<file path="src/rtl/serial_subtractor_if.sv">
`default_nettype none
// ============================================================================
//  Module      : serial_subtractor_if
//  Description : Handshake and operand/result bundle for serial_subtractor.
//                The Ovf signal exists only when SUB_OVF_EN is defined.
//  Revision    : 1.0 - initial release
// ============================================================================
interface serial_subtractor_if #(
    parameter int WIDTH = 4
);
    logic             start;
    logic [WIDTH-1:0] A;
    logic [WIDTH-1:0] B;
    logic             Bin;
    logic             ready;
    logic             done;
    logic [WIDTH-1:0] Diff;
    logic             Bout;
`ifdef SUB_OVF_EN
    logic             Ovf;

    modport master (output start, A, B, Bin, input ready, done, Diff, Bout, Ovf);
    modport slave  (input start, A, B, Bin, output ready, done, Diff, Bout, Ovf);
`else
    modport master (output start, A, B, Bin, input ready, done, Diff, Bout);
    modport slave  (input start, A, B, Bin, output ready, done, Diff, Bout);
`endif
endinterface
`default_nettype wire

</file>
<file path="src/rtl/serial_subtractor.sv">
`default_nettype none
// ============================================================================
//  Module      : serial_subtractor
//  Description : Bit-serial subtractor, Diff = A - B - Bin, one bit per clock,
//                LSB first, using a single full-subtractor cell. Optional
//                signed-overflow output enabled by macro SUB_OVF_EN.
//  Revision    : 1.0 - initial release
// ============================================================================
module serial_subtractor #(
    parameter int WIDTH = 4
) (
    input  logic                clk,
    input  logic                rst,
    serial_subtractor_if.slave  bus
);
    localparam int CNT_W = (WIDTH > 1) ? $clog2(WIDTH) : 1;

    localparam logic [1:0] S_IDLE = 2'd0;
    localparam logic [1:0] S_BUSY = 2'd1;
    localparam logic [1:0] S_DONE = 2'd2;

    logic [1:0]       state;
    logic [1:0]       state_nxt;
    logic [CNT_W-1:0] cnt;
    logic [WIDTH-1:0] a_sr;
    logic [WIDTH-1:0] b_sr;
    logic [WIDTH-1:0] res;
    logic             br;
    logic [WIDTH-1:0] diff_r;
    logic             bout_r;
    logic             ready_c;
    logic             done_c;

    // Full-subtractor cell working on the current LSBs of the operand shifters
    logic a_i;
    logic b_i;
    logic d_i;
    logic br_nxt;
    logic last_bit;
    logic accept;

    assign a_i      = a_sr[0];
    assign b_i      = b_sr[0];
    assign d_i      = a_i ^ b_i ^ br;
    assign br_nxt   = (~a_i & b_i) | (~(a_i ^ b_i) & br);
    assign last_bit = (cnt == CNT_W'(WIDTH - 1));
    assign accept   = (state == S_IDLE) && bus.start;

    // State register
    always_ff @(posedge clk or posedge rst) begin
        if (rst) begin
            state <= S_IDLE;
        end else begin
            state <= state_nxt;
        end
    end

    // Next-state logic: IDLE -> BUSY on accept, BUSY -> DONE after the MSB, DONE -> IDLE
    always_comb begin
        state_nxt = state;
        case (state)
            S_IDLE:  if (bus.start) state_nxt = S_BUSY;
            S_BUSY:  if (last_bit)  state_nxt = S_DONE;
            S_DONE:  state_nxt = S_IDLE;
            default: state_nxt = S_IDLE;
        endcase
    end

    // Handshake outputs decoded straight from the state register
    always_comb begin
        ready_c = 1'b0;
        done_c  = 1'b0;
        case (state)
            S_IDLE:  ready_c = 1'b1;
            S_DONE:  done_c  = 1'b1;
            default: begin
                ready_c = 1'b0;
                done_c  = 1'b0;
            end
        endcase
    end

    assign bus.ready = ready_c;
    assign bus.done  = done_c;
    assign bus.Diff  = diff_r;
    assign bus.Bout  = bout_r;

    // Datapath: load on accept, shift one bit per BUSY cycle, publish on the MSB
    always_ff @(posedge clk or posedge rst) begin
        if (rst) begin
            cnt    <= '0;
            a_sr   <= '0;
            b_sr   <= '0;
            res    <= '0;
            br     <= 1'b0;
            diff_r <= '0;
            bout_r <= 1'b0;
        end else if (accept) begin
            cnt  <= '0;
            a_sr <= bus.A;
            b_sr <= bus.B;
            br   <= bus.Bin;
            res  <= '0;
        end else if (state == S_BUSY) begin
            cnt  <= cnt + CNT_W'(1);
            a_sr <= a_sr >> 1;
            b_sr <= b_sr >> 1;
            br   <= br_nxt;
            // New bit enters at the MSB so bit 0 ends up holding the first result bit
            res  <= {d_i, res[WIDTH-1:1]};
            if (last_bit) begin
                diff_r <= {d_i, res[WIDTH-1:1]};
                bout_r <= br_nxt;
            end
        end
    end

`ifdef SUB_OVF_EN
    logic ovf_r;

    // Overflow: borrow into the sign bit differs from borrow out of it
    always_ff @(posedge clk or posedge rst) begin
        if (rst) begin
            ovf_r <= 1'b0;
        end else if ((state == S_BUSY) && last_bit) begin
            ovf_r <= br ^ br_nxt;
        end
    end

    assign bus.Ovf = ovf_r;
`endif

endmodule
`default_nettype wire

</file>
<file path="src/flat_wrapper.sv">
// flat-port wrapper written by rule: the top's interface ports become plain ports
module serial_subtractor_flat 
#(
    parameter int WIDTH = 4
)
  (clk, rst, bus_start, bus_A, bus_B, bus_Bin, bus_ready, bus_done, bus_Diff, bus_Bout);
  serial_subtractor_if #(.WIDTH(WIDTH)) bus_i ();
  input  logic clk;
  input  logic rst;
  input wire logic [$bits(bus_i.start)-1:0] bus_start;
  input wire logic [$bits(bus_i.A)-1:0] bus_A;
  input wire logic [$bits(bus_i.B)-1:0] bus_B;
  input wire logic [$bits(bus_i.Bin)-1:0] bus_Bin;
  output wire logic [$bits(bus_i.ready)-1:0] bus_ready;
  output wire logic [$bits(bus_i.done)-1:0] bus_done;
  output wire logic [$bits(bus_i.Diff)-1:0] bus_Diff;
  output wire logic [$bits(bus_i.Bout)-1:0] bus_Bout;
  assign bus_i.start = bus_start;
  assign bus_i.A = bus_A;
  assign bus_i.B = bus_B;
  assign bus_i.Bin = bus_Bin;
  assign bus_ready = bus_i.ready;
  assign bus_done = bus_i.done;
  assign bus_Diff = bus_i.Diff;
  assign bus_Bout = bus_i.Bout;
  serial_subtractor #(.WIDTH(WIDTH)) u_core (.clk(clk), .rst(rst), .bus(bus_i));
endmodule
</file>
<file path="config.mk">
export PLATFORM = sky130hd
export DESIGN_NAME = serial_subtractor_flat
export DESIGN_NICKNAME = d
export VERILOG_FILES = /design/src/rtl/serial_subtractor_if.sv /design/src/rtl/serial_subtractor.sv /design/src/flat_wrapper.sv
export SDC_FILE = /design/constraint.sdc
export NUM_CORES = 1
export LEC_CHECK = 0
export ABC_AREA = 1
export CAP_MARGIN = 20
export CORE_ASPECT_RATIO = 2
export CORE_MARGIN = 1.5
export CORE_UTILIZATION = 30
export CTS_CLUSTER_DIAMETER = 80
export DETAILED_ROUTE_END_ITERATION = 7
export SYNTH_ARGS = -nofsm -noshare
export SYNTH_HDL_FRONTEND = slang
export SYNTH_SLANG_ARGS = --single-unit
</file>
<file path="constraint.sdc">
create_clock -name clk -period 1.3 [get_ports clk]
set_input_delay 0.26 -clock clk [delete_from_list [all_inputs] [get_ports clk]]
set_output_delay 0.26 -clock clk [all_outputs]
set_load 0.02 [all_outputs]
</file>
==> results.ini <==
[worst_setup_path]
crit_end=bus_done
reg2reg_to=u_core.bus.Diff[1]
path_class=reg -> out
cpMostUsedCell=buf_6
cpMaxStageDelayCell=dfrtp_1
crit_chain=buf_6, nor2_4, buf_6
r2r_cells=7
startpoint=u_core.state[0]
start_kind=flop
crit_required_ns=1.04
slowest_delay_ns=0.41
arrival_ns=1.00
cp_max_fo=5
cp_top_family=flip-flops
r2r_slack_ns=0.12
critPathBufInv=2
cp_num_cells=3
end_kind=primary output
reg2reg_from=u_core.state[1]

[sta]
max_slew_margin=0.8211
post-route-period-util=0.9714
finalMaxSlewViolations=0
worst_pin_slew_ns=0.2684
hold_viol=0
fin_tns_setup_ns=0
setup_viol=0
fmax_mhz=791.9
min_period_ns=1.263
fin_skew_ns=0.001080

[floorplanning]
design.die.area_sq_um=3484
rows=28
die_y_um=81.99
core_sq_um=2978
die_x_um=42.50
start_util=0.3143
ios=19

[grt]
track_usage=0.1335
grt_max_degree=22
grt_pass1_vias=812
antenna_found_initial=0
grt-ovfl-total=0
grt_pass1_wl_um=3463

[synthesis]
ys_ff_latch=21
syn_nets=124
syn_inst=110
yosys_warnings=0
synth_fa_ha_area_frac=0.03476
ys_seq_area_frac=0.5615
synth.distinct_cells=16
muxShareOfSynthArea=0
synth_compound_area_frac=0.02005
netlist_area_sq_um=935.9
yosys.area_share.xor_xnor=0
synth_top_family_by_area=simple AND/OR/NAND/NOR gates
yosys.area_share.simple=0.3235
syn_area_per_cell_sq_um=8.508

[clock_tree]
cts_max_level=1
clk_pin_slew_ns=0.07
cts_tree=done
clock_latency_ns=0.26
cts_sinks=21
cts_inserted_buffers=3
postCtsSetupRepairBufs=0
clock_path_buffers=2
root_buffer=clkbuf_8
cts_hold_buf=0

[outcome]
status=completed

[placed_design]
numPortBuffers=18
gp_congestion=0.7701
place_hpwl_um=1427
dp_cells=162

[route]
drt-total-wl_um=1891
routedWlPerCell_um=11.39
drtAntennaViolNets=0
wl_met2_um=1013
drt_pass1_iterations=4
wl_met1_um=759
remaining_drc_errors=0
viasPerCell=4.753
wl_met3_um=68
drt_iter0_drc=15
dr_total_vias=789
dr.max_layer_used=met4

[cells_and_area]
area_growth_pct=33.56
drive_gt1_frac=0.1471
fin_cells=166
nNetsFinal=151
diodes=0
fill_cells=312

[flow_run]
maxCapViolCount=0

[worst_hold_path]
hold_path_class=in -> async

[power]
total_power_mw=2.819
vdd_ir_drop_max_uv=872.7
p_leak_nw=0.6511
power_density_nw_per_um2=2255

==> worst min-delay path by stage <==
| stage | startpoint | endpoint | slack (ns) | cells past startpoint |
|---|---|---|---|---|
| 2_1_floorplan | rst | u_core.a_sr[0] | 0.24 | 1 |
| 3_3_place_gp | u_core.a_sr[3] | u_core.a_sr[3] | 0.45 | 2 |
| 3_5_place_dp | u_core.bus.Diff[0] | u_core.bus.Diff[0] | 0.46 | 2 |
| 4_1_cts | rst | u_core.res[3] | 0.34 | 3 |
| 5_1_grt | rst | u_core.res[3] | 0.35 | 3 |
| 6_report | rst | u_core.bus.Diff[2] | 0.33 | 3 |
==> cells in the final DEF, fill, tap and decap left out, types with 2 or more instances in the layout <==
master | synthesis | final
buf_4 | 2 | 6
buf_6 | 0 | 2
clkbuf_8 | 0 | 3
clkdlybuf4s50_1 | 0 | 11
dfrtp_1 | 21 | 21
dlygate4sd2_1 | 0 | 5
inv_1 | 6 | 6
nand2_1 | 51 | 51
nand2_2 | 2 | 2
nand3_1 | 16 | 16
nor2_4 | 1 | 2
o21ai_1 | 2 | 2
==> Yosys cell counts, drive strengths merged <==
library cell | instances | area, sq um
dfrtp | 21 | 525.5
fa | 1 | 20.02
nor2 | 3 | 18.77
ha | 1 | 12.51
clkinv | 1 | 3.750
inv | 8 | 32.53
nand3 | 16 | 80.08
buf | 3 | 20.01
nand2 | 53 | 203.9
o21ai | 3 | 18.77
==> per-stage QoR <==
step / setup WS, ns / util / hold WS (ns) / cell area, sq um
after floorplan: 0.2187 / - / 0.2365 / 935.9
after global placement: -0.1769 / 0.4025 / 0.4532 / 1199
after detailed placement: -0.1977 / 0.4025 / 0.4574 / 1199
after CTS: -0.006791 / 0.4139 / 0.3419 / 1232
after global routing: -0.001164 / 0.4197 / 0.3537 / 1250
final: 0.03718 / 0.4197 / 0.3306 / 1250
==> per-layer routing <==
layer | vias up | global-route usage
met5 | - | 0
met2 | 17 | 0.2354
met3 | 4 | 0.02857
met4 | 0 | 0.08438
met1 | 374 | 0.1409
li1 | 394 | -
==> registers in the layout (all words and copies together), names as in the netlist <==
register,cells
u_core.res,3
u_core.a_sr,4
u_core.cnt,2
u_core.bus.Diff,4
u_core.state,2
u_core.bus.Bout,1
u_core.br,1
u_core.b_sr,4
==> report_power, final <==
part / total (mW) / switching, mW / internal [mW]
Clock: 0.424 / 0.206 / 0.218
Sequential: 1.10 / 0.160 / 0.941
Combinational: 1.29 / 0.769 / 0.524
==> layout make-up <==
type | count | area [sq um] | area share
Timing Repair Buffer | 25 | 241.5 | 0.1932
Clock buffer | 4 | 45.04 | 0.03604
Sequential cell | 21 | 525.5 | 0.4204
Tap cell | 30 | 37.54 | 0.03003
Inverter | 9 | 36.28 | 0.02903
Multi-Input combinational cell | 77 | 364.1 | 0.2913
==> tightest hold or removal path: stages <==
cell and delay (ns):
clkdlybuf4s50_1 0.39, inv_1 0.05, buf_4 0.27
==> logic make-up (layout without fill, tap and decap cells) <==
logic type | count (synthesis) | after routing
simple gates | 72 | 72
buf+inv | 12 | 38
fa+ha+maj | 2 | 2
compound gates | 3 | 3
flops | 21 | 21
==> repair_timing <==
| item | 4_1_cts | 5_1_grt |
|---|---|---|
| resized for setup | 15 | 5 |
| setup endpoints to repair | 7 | 2 |
| pin swaps | 0 | 1 |
Note: power is estimated with default switching activity, not from simulation.
